[src/rtl/alu_pkt_initiator.sv]
// Packet initiator for a byte-serial ALU: sends a 4-byte header and operand words over a tx
// byte stream, then collects a 4-byte big-endian result from the rx stream.
module alu_pkt_initiator #(
    parameter int unsigned datawidth_p = 8
) (
    input  logic                   clk_i,
    input  logic                   rst_i,
    input  logic                   cmd_valid_i,
    output logic                   cmd_ready_o,
    input  logic [7:0]             cmd_opcode_i,
    input  logic [15:0]            cmd_len_i,
    input  logic [31:0]            op_data_i,
    input  logic                   op_valid_i,
    output logic                   op_ready_o,
    output logic [datawidth_p-1:0] tx_data_o,
    output logic                   tx_valid_o,
    input  logic                   tx_ready_i,
    input  logic [datawidth_p-1:0] rx_data_i,
    input  logic                   rx_valid_i,
    output logic                   rx_ready_o,
    output logic [31:0]            rsp_data_o,
    output logic                   rsp_valid_o,
    input  logic                   rsp_ready_i,
    output logic                   busy_o
);

    typedef enum logic [2:0] {
        StIdle, StHdrOp, StHdrRsv, StHdrLenL, StHdrLenM, StOperand, StRspCollect, StRspOut
    } state_e;

    state_e                 state_q, state_d;
    logic [15:0]            len_q, len_d;
    logic [15:0]            words_q, words_d;
    logic [31:0]            buf_q, buf_d;
    logic                   buf_full_q, buf_full_d;
    logic [1:0]             byte_idx_q, byte_idx_d;
    logic [1:0]             rx_cnt_q, rx_cnt_d;
    logic [datawidth_p-1:0] tx_data_q, tx_data_d;
    logic                   tx_valid_q, tx_valid_d;
    logic [31:0]            rsp_data_q, rsp_data_d;
    logic                   rsp_valid_q, rsp_valid_d;
    // Keeps cmd_ready_o low while reset is held even though the state is already StIdle.
    logic                   rdy_en_q;

    logic cmd_xfer, op_xfer, tx_xfer, rx_xfer, rsp_xfer;

    assign cmd_ready_o = (state_q == StIdle) && rdy_en_q;
    assign op_ready_o  = (state_q == StOperand) && !buf_full_q;
    assign rx_ready_o  = (state_q == StRspCollect);
    assign busy_o      = (state_q != StIdle);
    assign tx_data_o   = tx_data_q;
    assign tx_valid_o  = tx_valid_q;
    assign rsp_data_o  = rsp_data_q;
    assign rsp_valid_o = rsp_valid_q;

    assign cmd_xfer = cmd_valid_i && cmd_ready_o;
    assign op_xfer  = op_valid_i && op_ready_o;
    assign tx_xfer  = tx_valid_q && tx_ready_i;
    assign rx_xfer  = rx_valid_i && rx_ready_o;
    assign rsp_xfer = rsp_valid_q && rsp_ready_i;

    // Next-state logic: header sequencing, operand serialisation and response assembly.
    always_comb begin
        state_d     = state_q;
        len_d       = len_q;
        words_d     = words_q;
        buf_d       = buf_q;
        buf_full_d  = buf_full_q;
        byte_idx_d  = byte_idx_q;
        rx_cnt_d    = rx_cnt_q;
        tx_data_d   = tx_data_q;
        tx_valid_d  = tx_valid_q;
        rsp_data_d  = rsp_data_q;
        rsp_valid_d = rsp_valid_q;
        unique case (state_q)
            StIdle: begin
                if (cmd_xfer) begin
                    len_d      = cmd_len_i;
                    // Residual bytes beyond whole words are never sent.
                    words_d    = (cmd_len_i >= 16'd4) ? ((cmd_len_i - 16'd4) >> 2) : 16'd0;
                    tx_data_d  = cmd_opcode_i;
                    tx_valid_d = 1'b1;
                    rsp_data_d = '0;
                    rx_cnt_d   = '0;
                    buf_full_d = 1'b0;
                    state_d    = StHdrOp;
                end
            end
            StHdrOp: begin
                if (tx_xfer) begin
                    tx_data_d = '0;
                    state_d   = StHdrRsv;
                end
            end
            StHdrRsv: begin
                if (tx_xfer) begin
                    tx_data_d = len_q[7:0];
                    state_d   = StHdrLenL;
                end
            end
            StHdrLenL: begin
                if (tx_xfer) begin
                    tx_data_d = len_q[15:8];
                    state_d   = StHdrLenM;
                end
            end
            StHdrLenM: begin
                if (tx_xfer) begin
                    tx_valid_d = 1'b0;
                    state_d    = (words_q == 16'd0) ? StRspCollect : StOperand;
                end
            end
            StOperand: begin
                // op_xfer and tx_xfer are exclusive: tx is only valid while the buffer is full.
                if (op_xfer) begin
                    buf_d      = op_data_i;
                    buf_full_d = 1'b1;
                    byte_idx_d = 2'd0;
                    tx_data_d  = op_data_i[7:0];
                    tx_valid_d = 1'b1;
                    words_d    = words_q - 16'd1;
                end else if (tx_xfer) begin
                    if (byte_idx_q == 2'd3) begin
                        buf_full_d = 1'b0;
                        tx_valid_d = 1'b0;
                        if (words_q == 16'd0) begin
                            state_d = StRspCollect;
                        end
                    end else begin
                        byte_idx_d = byte_idx_q + 2'd1;
                        tx_data_d  = buf_q[{byte_idx_q + 2'd1, 3'b000} +: 8];
                    end
                end
            end
            StRspCollect: begin
                if (rx_xfer) begin
                    rsp_data_d = {rsp_data_q[23:0], rx_data_i};
                    rx_cnt_d   = rx_cnt_q + 2'd1;
                    if (rx_cnt_q == 2'd3) begin
                        rsp_valid_d = 1'b1;
                        state_d     = StRspOut;
                    end
                end
            end
            StRspOut: begin
                if (rsp_xfer) begin
                    rsp_valid_d = 1'b0;
                    state_d     = StIdle;
                end
            end
            default: state_d = StIdle;
        endcase
    end

    // State and datapath registers, cleared asynchronously so a reset aborts any packet.
    always_ff @(posedge clk_i or posedge rst_i) begin
        if (rst_i) begin
            state_q     <= StIdle;
            len_q       <= '0;
            words_q     <= '0;
            buf_q       <= '0;
            buf_full_q  <= 1'b0;
            byte_idx_q  <= '0;
            rx_cnt_q    <= '0;
            tx_data_q   <= '0;
            tx_valid_q  <= 1'b0;
            rsp_data_q  <= '0;
            rsp_valid_q <= 1'b0;
            rdy_en_q    <= 1'b0;
        end else begin
            state_q     <= state_d;
            len_q       <= len_d;
            words_q     <= words_d;
            buf_q       <= buf_d;
            buf_full_q  <= buf_full_d;
            byte_idx_q  <= byte_idx_d;
            rx_cnt_q    <= rx_cnt_d;
            tx_data_q   <= tx_data_d;
            tx_valid_q  <= tx_valid_d;
            rsp_data_q  <= rsp_data_d;
            rsp_valid_q <= rsp_valid_d;
            rdy_en_q    <= 1'b1;
        end
    end

endmodule

[config.mk]
export PLATFORM = sky130hd
export DESIGN_NAME = alu_pkt_initiator
export DESIGN_NICKNAME = d
export VERILOG_FILES = /design/src/rtl/alu_pkt_initiator.sv
export SDC_FILE = /design/constraint.sdc
export NUM_CORES = 1
export LEC_CHECK = 0
export ABC_AREA = 1
export CAP_MARGIN = 25
export CORE_MARGIN = 2
export CORE_UTILIZATION = 55
export DETAILED_ROUTE_END_ITERATION = 8
export HOLD_SLACK_MARGIN = 0.1
export PLACE_DENSITY_LB_ADDON = 0.3
export SKIP_CTS_REPAIR_TIMING = 1
export SLEW_MARGIN = 0
export SYNTH_ARGS = -nofsm -noshare
export SYNTH_HDL_FRONTEND = slang
export SYNTH_SLANG_ARGS = --single-unit
[constraint.sdc]
create_clock -name clk_i -period 11.1 [get_ports clk_i]
set_clock_uncertainty 0.1 [all_clocks]
set_input_delay 3.33 -clock clk_i [delete_from_list [all_inputs] [get_ports clk_i]]
set_output_delay 3.33 -clock clk_i [all_outputs]
set_load 0.03 [all_outputs]
Yosys cells after proc, flatten, opt, wreduce, memory -nomap -nowiden:

Index checks and enable logic that the tools add are counted.

* flip-flop bits (word level): 115
* bits in latches: 0
* memory bits (writable): 0
* ROM bits: 0
* input bits: 71
* logic and storage cells: 118
* memories kept: 0

* $add $sub $neg: 4
* multipliers: 0
* div/mod/pow operators: 0
* order comparisons: 1
* equality and inequality tests: 26
* shifts and indexed selects: 1
* muxes and demuxes: 47
* bitwise operators: 0
* reduce and logical (&&, ||, !) cells: 27

Operators by type and width (count)
* two-way mux 32 bit: 2
* case mux 32 bit (2 select lines): 1
* two-way mux 8 bit: 7
* case mux 8 bit (5 select lines): 1
* two-way mux 3 bit: 12
* two-way mux 16 bit: 2
* case mux 16 bit (2 select lines): 1
* variable part select 32 x 6 -> 8 bit: 1
* case mux 3 bit (8 select lines): 1
* != test 2 bit (second input constant): 10
* >= comparator 16 x 3 -> 1 bit (second input constant): 1
* logical NOT 16 bit: 1
* subtractor 16 x 1 -> 16 bit (second input constant): 1
* subtractor 16 x 3 -> 16 bit (second input constant): 1
* two-way mux 14 bit: 1
* equality test 3 bit (second input constant): 4
* two-way mux 2 bit: 6
* AND reduction 12 bit: 1
* two-way mux 1 bit: 9
* AND reduction 3 bit: 3
* != test 2 x 1 -> 1 bit (second input constant): 4
* AND reduction 4 bit: 2
* nonzero test 2 bit: 4
* logical AND 1 bit: 7
* other kinds (16): 23

Depth between registers and ports, before layout:

Gate-level depths: netlist of run 1.

* depth after elaboration: 6
* mapped depth: 11
* gate-level depth less buffers: 11

Worst setup path before layout of run 1:

OpenSTA, ideal clock, no wires.

* path kind: register to output
* start point: reg state_q[0]
* end point: out cmd_ready_o
* data arrival time: 1230 ps
* required time: 7670 ps
* slack: 6440 ps
* stages on the path, launching flop included: 5
* cell sequence: dfrtp_1 buf_6 nor2_4 nand2_4 nor2_1

* cells in the longest elaborated chain, start to end: 2

Ends and longest elaborated chain
* from (decl): RTL line 31 `state_e state_q, state_d;`
* from (signal assigned): RTL line 158 `state_q <= StIdle;`
* from (signal assigned): RTL line 171 `state_q <= state_d;`
* logical NOT 3 bit: RTL line 47 `assign cmd_ready_o = (state_q == StIdle) && rdy_en_q;`
* logical AND 1 bit: RTL line 47
* to (decl): RTL line 9 `output logic cmd_ready_o,`

No other way between the ends.

Final worst setup path of run 1:

* start point: reg state_q[0]
* end point: out op_ready_o

* cells in the longest elaborated chain, start to end: 2

Ends and longest elaborated chain
* equality test 3 bit: RTL line 48 `assign op_ready_o = (state_q == StOperand) && !buf_full_q;`
* logical AND 1 bit: RTL line 48
* to (decl): RTL line 14 `output logic op_ready_o,`

No other way between the ends.

==> flow_metrics.py, run 1 <==
metrics = {
    "run_status": {
        "status": "completed",
    },
    "global_route": {
        "grt_max_degree": 65,
        "grt_pass1_wl_mm": 25.9,
        "grt_pass1_vias": 5309,
        "grtUsageTotal_pct": 28.0,
        "antenna_found_initial": 0,
        "gr-total-overflow": 0,
    },
    "critical_path": {
        "crit_fanout": 16,
        "critPathKind": "flop to primary output",
        "worstReg2RegStart": "state_q[0]",
        "r2r-end": "rsp_data_o[26]",
        "reg2regPathDepth": 8,
        "crit_start": "state_q[0]",
        "cp.buffers_inverters": 1,
        "worstPathRequired_ns": 7.67,
        "crit_cells": 3,
        "r2r_slack_ns": 8.48,
        "cp_cell_sequence": "nand3_4 > nor2_1 > clkdlybuf4s50_1",
        "crit_path_end": "op_ready_o",
        "crit_path_start_kind": "flop",
        "crit_slowest_cell": "clkdlybuf4s50_1",
        "critical_path_arrival_ns": 2.38,
        "crit_path_max_incr_delay_ns": 0.72,
        "endpoint_kind": "primary output",
        "path_delay_family": "buffers and inverters",
    },
    "clock_network": {
        "cts_tree": "built",
        "clockRootBuffer": "clkbuf_8",
        "path_clk_slew_ns": 0.06,
        "numCtsBuffers": 17,
        "clock_latency_ns": 0.51,
        "cts.htree.levels": 4,
        "cts.sinks": 115,
        "cts.path.max_buffers": 2,
    },
    "drt": {
        "drcViolationCount": 0,
        "vias": 5733,
        "drt_iter0_drc": 471,
        "drt-pass1-iter-count": 5,
        "avgViaCountPerCell": 5.34,
        "wl_per_cell_um": 14.7,
        "drtAntennaViolNets": 0,
        "routed_wl_mm": 15.8,
    },
    "floorplanning": {
        "core_um2": 10700,
        "start_util_pct": 56.1,
        "die_x_um": 109,
        "die_h_um": 109,
        "io-pin-count": 117,
        "dieArea_um2": 11800,
        "placementRows": 38,
    },
    "placed_design": {
        "port_buffers": 116,
        "dp_hpwl_mm": 10.8,
        "routabilityCongestion": 0.925,
        "place_area_um2": 7240,
    },
    "sta": {
        "hold_viol": 0,
        "fmax_mhz": 172,
        "maxSlewViolCount": 0,
        "fin_tns_setup_ns": 0,
        "period_needed_ns": 5.81,
        "setup_violations": 0,
        "period_share_pct": 52.3,
        "slew_headroom_pct": 34.7,
        "worst_pin_slew_ns": 0.978,
        "rsz0062_at_grt": "no",
    },
    "logic_synthesis": {
        "ys_types": 34,
        "synth_warnings": 0,
        "syn_inst": 810,
        "ys_ff_latch": 115,
        "synth_area_um2": 6020,
        "synth_nets": 886,
        "yosysSeqAreaShare_pct": 47.8,
        "synth.avg_cell_area_um2": 7.44,
    },
    "final_layout": {
        "stdcell_area_um2": 7860,
        "mostFrequentLayoutCells": "281 x nand2_1, 116 x clkdlybuf4s50_1, 115 x dfrtp_1, 82 x inv_1, 74 x nand3_1",
        "final_core_util_pct": 73.1,
        "final_common_cell": "nand2_1",
        "nets": 997,
        "area_growth_pct": 30.4,
        "drive_gt1_share_pct": 7.28,
        "fillers": 805,
        "diodes": 0,
    },
    "worst_hold_path": {
        "hold_class": "flop to flop",
    },
    "power": {
        "powerDensity_nw_per_um2": 264,
        "ir_worst_vdd_uv": 140,
        "leakagePower_nw": 3.84,
    },
    "run": {
        "max-cap-violations": 0,
    },
}
cell families after synthesis:
group           after synthesis  share of synthesized area (%)
compound gates              114                           10.6
xor+xnor                      7                           1.02
fa+ha+maj                     5                           1.04
buf+inv                     119                           8.16
flops                       115                           47.8
mux                           1                          0.187
other cells                   1                         0.0622
simple gates                448                           31.2
worst register-to-register path, delay by kind of cell (launching register included):
family	cells	cell delay, ns
AO/OA/AOI/OAI	2	0.68
flip-flops	1	0.52
AND/OR/NAND/NOR	3	0.48
buffers and inverters	3	0.71
worst min path at each step:
stage	from	endpoint	slack (ns)	cells past startpoint
final	len_q[4]	len_q[4]	0.38	2
after global routing	buf_q[19]	buf_q[19]	0.40	2
after CTS	buf_q[9]	buf_q[9]	0.38	2
after detailed placement	buf_q[19]	buf_q[19]	0.36	2
after global placement	buf_q[19]	buf_q[19]	0.36	2
after floorplan	buf_q[19]	buf_q[19]	0.34	2
through the flow:
step / std cells / worst slack (ns) / total power, mW / hold slack [ns]
after floorplan: 810 / 4.63 / 1.27 / 0.344
after global placement: 1042 / 5.56 / 1.47 / 0.363
after detailed placement: 1042 / 5.49 / 1.49 / 0.360
after CTS: 1074 / 5.31 / 2.07 / 0.383
after global routing: 1074 / 5.19 / 2.22 / 0.402
final: 1074 / 5.29 / 2.07 / 0.379
synth_stat cells:
library cell	instances	area share, %
mux2_2	1	0.19
nor2_4	2	0.37
inv_2	9	0.56
nand3_4	2	0.58
clkbuf_2	1	0.083
buf_2	9	0.75
nand4_1	3	0.31
o21a_1	2	0.25
ha_1	5	1.0
o21ai_1	10	0.83
inv_4	1	0.10
conb_1	1	0.062
or2_2	9	0.93
nor3_2	1	0.17
o21ai_4	1	0.27
a21oi_1	26	2.2
inv_1	83	5.2
nand2_1	281	18
buf_1	2	0.12
nor2_1	70	4.4
buf_6	2	0.37
xor2_1	7	1.0
nand2_2	1	0.10
nand3_1	74	6.1
a21boi_1	4	0.50
buf_4	4	0.50
nand2_4	2	0.37
o21ai_0	53	4.4
clkbuf_1	8	0.50
a21oi_4	2	0.54
nor2_2	2	0.21
nor3_1	1	0.083
o22ai_1	16	1.7
dfrtp_1	115	48
power breakdown:
part	leakage (nW)	internal [mW]	switching, mW	total, mW
Sequential	1.47	0.569	0.112	0.681
Clock	0.288	0.357	0.209	0.566
Combinational	2.08	0.294	0.531	0.825
sequential cells by signal, indices dropped and copies added, names as in the netlist, 2 cells and up:
signal / flops
byte_idx_q: 2
len_q: 16
buf_q: 32
words_q: 16
state_q: 3
rsp_data_o: 32
rx_cnt_q: 2
tx_data_o: 8
routing by layer:
| metal | global-route usage [%] | vias to the layer above | part of all wire (%) |
|---|---|---|---|
| met3 | 6.22 | 29 | 5.6 |
| met2 | 45.0 | 203 | 49 |
| met5 | 0 | - | 0 |
| li1 | - | 2803 | - |
| met4 | 7.69 | 0 | 1.7 |
| met1 | 38.5 | 2698 | 43 |
final cells by class:
class / count / area (µm²) / area share [%]
Timing Repair Buffer: 118 / 1180 / 15.0
Tap cell: 140 / 175 / 2.23
Sequential cell: 115 / 2880 / 36.6
Inverter: 93 / 354 / 4.51
Clock inverter: 13 / 173 / 2.20
Clock buffer: 19 / 442 / 5.62
Multi-Input combinational cell: 576 / 2660 / 33.9
Note: power is estimated with default switching activity, not from simulation.
==> run 2, diff against run 1 <==
CORE_UTILIZATION = 52   (was 55)
clock period = 5.6 ns   (was 11.1 ns; I/O delays follow)
==> run 2 against run 1 <==
- total power grew 96%
- core utilization down 3.8 points
- sequential share of layout area is 0.10 points lower
- register-to-register slack got worse by 5.4 ns
- flip-flop and latch count is the same
- hold slack got worse by 0.0029 ns
- combinational power increased by 95%
- count of clock-buffer cells in the layout is 8 higher
- critical endpoint is now rx_ready_o
- largest cell class unchanged
==> flow_metrics.py, run 2 (synthesis gave the netlist of run 1 again) <==
metrics = {
    "critical_path": {
        "cp.buffers_inverters": 3,
        "crit_path_start_kind": "flop",
        "path_delay_family": "buffers and inverters",
        "cp_common_cell": "inv_2",
        "critical_path_arrival_ns": 2.22,
        "endpoint_kind": "primary output",
        "cp_cell_sequence": "inv_2 > nand2_2 > inv_2 > clkdlybuf4s50_1",
        "crit_fanout": 13,
        "worstPathRequired_ns": 3.82,
        "crit_slowest_cell": "clkdlybuf4s50_1",
        "critPathKind": "flop to primary output",
        "crit_path_max_incr_delay_ns": 0.72,
    },
    "final_layout": {
        "stdcell_area_um2": 7880,
        "diodes": 0,
        "nets": 999,
        "mostFrequentLayoutCells": "281 x nand2_1, 116 x clkdlybuf4s50_1, 115 x dfrtp_1, 82 x inv_1, 74 x nand3_1",
        "post_layout_nonfiller_instances": 1078,
        "area_growth_pct": 30.8,
        "final_core_util_pct": 69.3,
        "final_common_cell": "nand2_1",
        "drive_gt1_share_pct": 6.74,
    },
    "drt": {
        "routed_wl_mm": 15.5,
        "drtAntennaViolNets": 0,
        "wl_per_cell_um": 14.3,
        "avgViaCountPerCell": 5.14,
        "vias": 5546,
        "drt_iter0_drc": 523,
        "drt-pass1-iter-count": 5,
        "drcViolationCount": 0,
    },
    "run": {
        "max-cap-violations": 0,
    },
    "sta": {
        "setup_violations": 0,
        "rsz0062_at_grt": "no",
        "maxSlewViolCount": 0,
        "worst_pin_slew_ns": 0.914,
        "period_share_pct": 71.4,
        "hold_viol": 0,
        "period_needed_ns": 4.00,
        "fmax_mhz": 250,
        "fin_tns_setup_ns": 0,
        "slew_headroom_pct": 38.9,
    },
    "worst_hold_path": {
        "hold_class": "flop to flop",
    },
    "floorplanning": {
        "dieArea_um2": 12500,
        "die_h_um": 112,
        "io-pin-count": 117,
        "start_util_pct": 53.0,
        "placementRows": 39,
        "die_x_um": 112,
        "core_um2": 11400,
    },
    "clock_network": {
        "clock_latency_ns": 0.41,
        "path_clk_slew_ns": 0.05,
        "numCtsBuffers": 17,
        "cts.htree.levels": 4,
        "clockRootBuffer": "clkbuf_16",
        "cts.sinks": 115,
        "cts.path.max_buffers": 2,
        "cts_tree": "built",
    },
    "global_route": {
        "antenna_found_initial": 0,
        "grt_max_degree": 76,
        "grt_pass1_vias": 5275,
        "met1_usage_pct": 34.9,
        "grt.met3_usage_pct": 5.12,
        "grt_pass1_wl_mm": 25.7,
        "top_usage_layer": "met2",
        "gr-total-overflow": 0,
        "grtUsageTotal_pct": 25.7,
        "grt_util_met2_pct": 41.3,
    },
    "power": {
        "ir_worst_vdd_uv": 411,
        "leakagePower_nw": 3.86,
        "powerDensity_nw_per_um2": 516,
    },
    "placed_design": {
        "routabilityCongestion": 0.987,
        "dp_hpwl_mm": 10.7,
        "place_inst": 1046,
        "place_area_um2": 7260,
        "port_buffers": 116,
    },
    "run_status": {
        "status": "completed",
    },
}
## run 2: layout make-up
class	instances	area [µm²]
inverters	93	354
clock buffers	27	503
clock inverters	4	95.1
well taps	143	179
repair buffers	120	1210
fillers	925	3490
multi-input cells	576	2660
flip-flops and latches	115	2880
## run 2: worst min-delay path: stages (launching register included)
cell and delay, ns:
dfrtp_1 0.33, nand2_1 0.05, nand2_1 0.06
## run 2: per-layer routing
metal | vias up | wire, µm
li1 | 2797 | -
met1 | 2554 | 6920
met2 | 165 | 7420
met3 | 30 | 780
met4 | 0 | 337
met5 | - | 0
## run 2: path summary, 6_finish.rpt
kind / from / endpoint / slack (ns) / depth (start not counted)
worst max-delay path: state_q[0] / rx_ready_o / 1.60 / 4
worst min-delay path: buf_q[23] / buf_q[23] / 0.38 / 2
worst max register to register: state_q[0] / rsp_data_o[26] / 3.05 / 8
worst min register to register: buf_q[23] / buf_q[23] / 0.38 / 2
max in group asynchronous: rst_i / len_q[4] / 3.12 / 4
min in group asynchronous: rst_i / rsp_data_o[18] / 1.39 / 2
## run 2: stage by stage
stage                     hold slack [ns]  worst slack, ns  power (mW)
after floorplan                     0.344            0.776        2.51
after global placement              0.364             1.75        2.91
after detailed placement            0.365             1.75        2.94
after CTS                           0.381             1.59        4.07
after global routing                0.391             1.51        4.36
final                               0.377             1.60        4.06
## run 2: power by group
part           internal [mW]  total, mW  leakage [nW]  switching [mW]
sequential              1.13       1.35          1.47           0.220
clock                  0.744       1.10         0.292           0.358
combinational          0.586       1.61          2.10            1.03
==> run 3, diff against run 2 <==
CORE_UTILIZATION = 47   (was 52)
clock period = 3.3 ns   (was 5.6 ns; I/O delays follow)
==> run 3 against run 2 <==
- register-to-register slack got worse by 2.0 ns
- via count is 0.36% higher
- global-route usage fell by 1.9 points
- critical endpoint is now cmd_ready_o
- count of clock-buffer cells in the layout is 4 lower
- largest cell class unchanged
- die area is 10% higher
- cell area rose by 1.7%
- cell count rose by 3.6%
- critical path depth unchanged
- combinational power rose by 75%
==> flow_metrics.py, run 3 (synthesis gave the netlist of run 1 again) <==
metrics = {
    "power": {
        "ir_worst_vdd_uv": 382,
        "powerDensity_nw_per_um2": 881,
        "power_switching_share_pct": 39.2,
        "seqPwrFrac_pct": 32.2,
        "power_frac_clock_pct": 27.8,
        "leakagePower_nw": 3.91,
        "comb_power_share_pct": 40.0,
        "switchingPower_mw": 2.77,
        "intPower_mw": 4.29,
        "power.total_mw": 7.06,
    },
    "global_route": {
        "grt_max_degree": 116,
        "grt_pass1_vias": 5223,
        "antenna_found_initial": 0,
        "grt_pass1_wl_mm": 25.1,
        "grtUsageTotal_pct": 23.8,
        "gr-total-overflow": 0,
    },
    "sta": {
        "slew_headroom_pct": 58.9,
        "setup_violations": 0,
        "maxSlewViolCount": 0,
        "fin_tns_setup_ns": 0,
        "finalHoldWorstSlack_ns": 0.374,
        "rsz0062_at_grt": "no",
        "fmax_mhz": 315,
        "period_needed_ns": 3.17,
        "period_share_pct": 96.2,
        "fin_ws_ns": 0.127,
        "worst_pin_slew_ns": 0.617,
        "hold_viol": 0,
    },
    "critical_path": {
        "worstPathRequired_ns": 2.21,
        "critPathKind": "flop to primary output",
        "crit_start": "state_q[0]",
        "crit_path_max_incr_delay_ns": 0.71,
        "cp.buffers_inverters": 1,
        "path_delay_family": "buffers and inverters",
        "crit_path_end": "cmd_ready_o",
        "endpoint_kind": "primary output",
        "critical_path_arrival_ns": 2.08,
        "cp_cell_sequence": "nor2_4 > nand2_4 > nor2_1 > clkdlybuf4s50_1",
        "reg2regPathDepth": 9,
        "r2r_slack_ns": 1.06,
        "crit_cells": 4,
        "r2r-end": "tx_data_o[7]",
        "crit_slowest_cell": "clkdlybuf4s50_1",
        "crit_path_start_kind": "flop",
        "crit_fanout": 8,
        "worstReg2RegStart": "byte_idx_q[0]",
    },
    "drt": {
        "vias": 5566,
        "drt-pass1-iter-count": 5,
        "avgViaCountPerCell": 4.98,
        "routed_wl_mm": 15.8,
        "drt_iter0_drc": 521,
        "drtAntennaViolNets": 0,
        "wl_per_cell_um": 14.1,
        "drcViolationCount": 0,
    },
    "final_layout": {
        "drive_gt1_share_pct": 8.15,
        "diodes": 0,
        "register_area_um2": 2880,
        "final_common_cell": "nand2_1",
        "area_growth_pct": 33.1,
        "stdcell_area_um2": 8020,
        "nets": 1008,
        "multi_input_area_um2": 2660,
        "fillers": 1099,
        "mostFrequentLayoutCells": "281 x nand2_1, 116 x clkdlybuf4s50_1, 115 x dfrtp_1, 82 x inv_1, 74 x nand3_1",
    },
    "floorplanning": {
        "placementRows": 41,
        "die_x_um": 117,
        "core_um2": 12600,
        "dieArea_um2": 13700,
        "io-pin-count": 117,
        "start_util_pct": 47.9,
        "die_h_um": 117,
    },
    "placed_design": {
        "dp_hpwl_mm": 11.1,
        "place_area_um2": 7380,
        "port_buffers": 116,
        "routabilityCongestion": 0.966,
        "place_ws_ns": 0.309,
    },
    "clock_network": {
        "cts.sinks": 115,
        "clock_latency_ns": 0.41,
        "cts.htree.levels": 4,
        "cts.path.max_buffers": 2,
        "cts_tree": "built",
        "clockRootBuffer": "clkbuf_16",
        "path_clk_slew_ns": 0.05,
        "numCtsBuffers": 17,
    },
    "worst_hold_path": {
        "hold_class": "flop to flop",
        "min-delay-start": "tx_data_o[1]",
        "min_path_cells": 2,
    },
    "run": {
        "max-cap-violations": 0,
    },
    "run_status": {
        "status": "completed",
    },
}
[run 3: changes by cell type in the layout (fill, tap and decap cells not counted)]
cell        before  now
inv_4            2    1
clkinv_2         1    3
buf_12           0    1
clkinvlp_4       0    3
buf_16           1    0
clkbuf_1         6    2
bufinv_16        3    4
buf_4            3   12
[run 3: area by class of cell]
| type | instances | share of cell area, % |
|---|---|---|
| Clock inverter | 9 | 1.87 |
| Clock buffer | 23 | 6.09 |
| Tap cell | 172 | 2.68 |
| Timing Repair Buffer | 129 | 15.9 |
| Multi-Input combinational cell | 576 | 33.2 |
| Inverter | 93 | 4.43 |
| Sequential cell | 115 | 35.9 |
[run 3: worst register-to-register path, stage by stage, from the launching register on]
cell and delay [ns]:
dfrtp_1 0.68, ha_1 0.43, inv_1 0.33, nand3_1 0.12, nand2_1 0.09, nand2_1 0.06, nand3_1 0.14, nand2_1 0.08
nand2_1 0.07, nand2_1 0.05
[run 3: power groups by stage]
stage	Clock, mW	Sequential (mW)	Combinational (mW)
after global routing	2.06	2.33	3.18
after floorplan	0	2.35	1.91
after global placement	0	2.27	2.76
after detailed placement	0	2.27	2.81
final	1.97	2.27	2.82
after CTS	1.99	2.27	2.84
[run 3: worst min-delay path by stage]
stage / to / slack (ns)
after CTS: tx_data_o[1] / 0.38
after floorplan: buf_q[19] / 0.34
final: tx_data_o[1] / 0.37
after global placement: rx_cnt_q[1] / 0.36
after detailed placement: buf_q[24] / 0.37
after global routing: buf_q[0] / 0.40
[run 3: metrics by stage]
stage,std cells,utilization [%]
floorplan,810,-
global placement,1085,58.7
detailed placement,1085,58.7
CTS,1117,63.8
global route,1117,63.8
finish,1117,63.8
[run 3: per-layer routing]
metal	vias to the layer above	track usage (%)	share of wire [%]
met5	-	0	0
met4	0	8.08	1.5
met3	21	5.30	4.8
met2	141	39.1	49
met1	2576	31.4	45
li1	2828	-	-
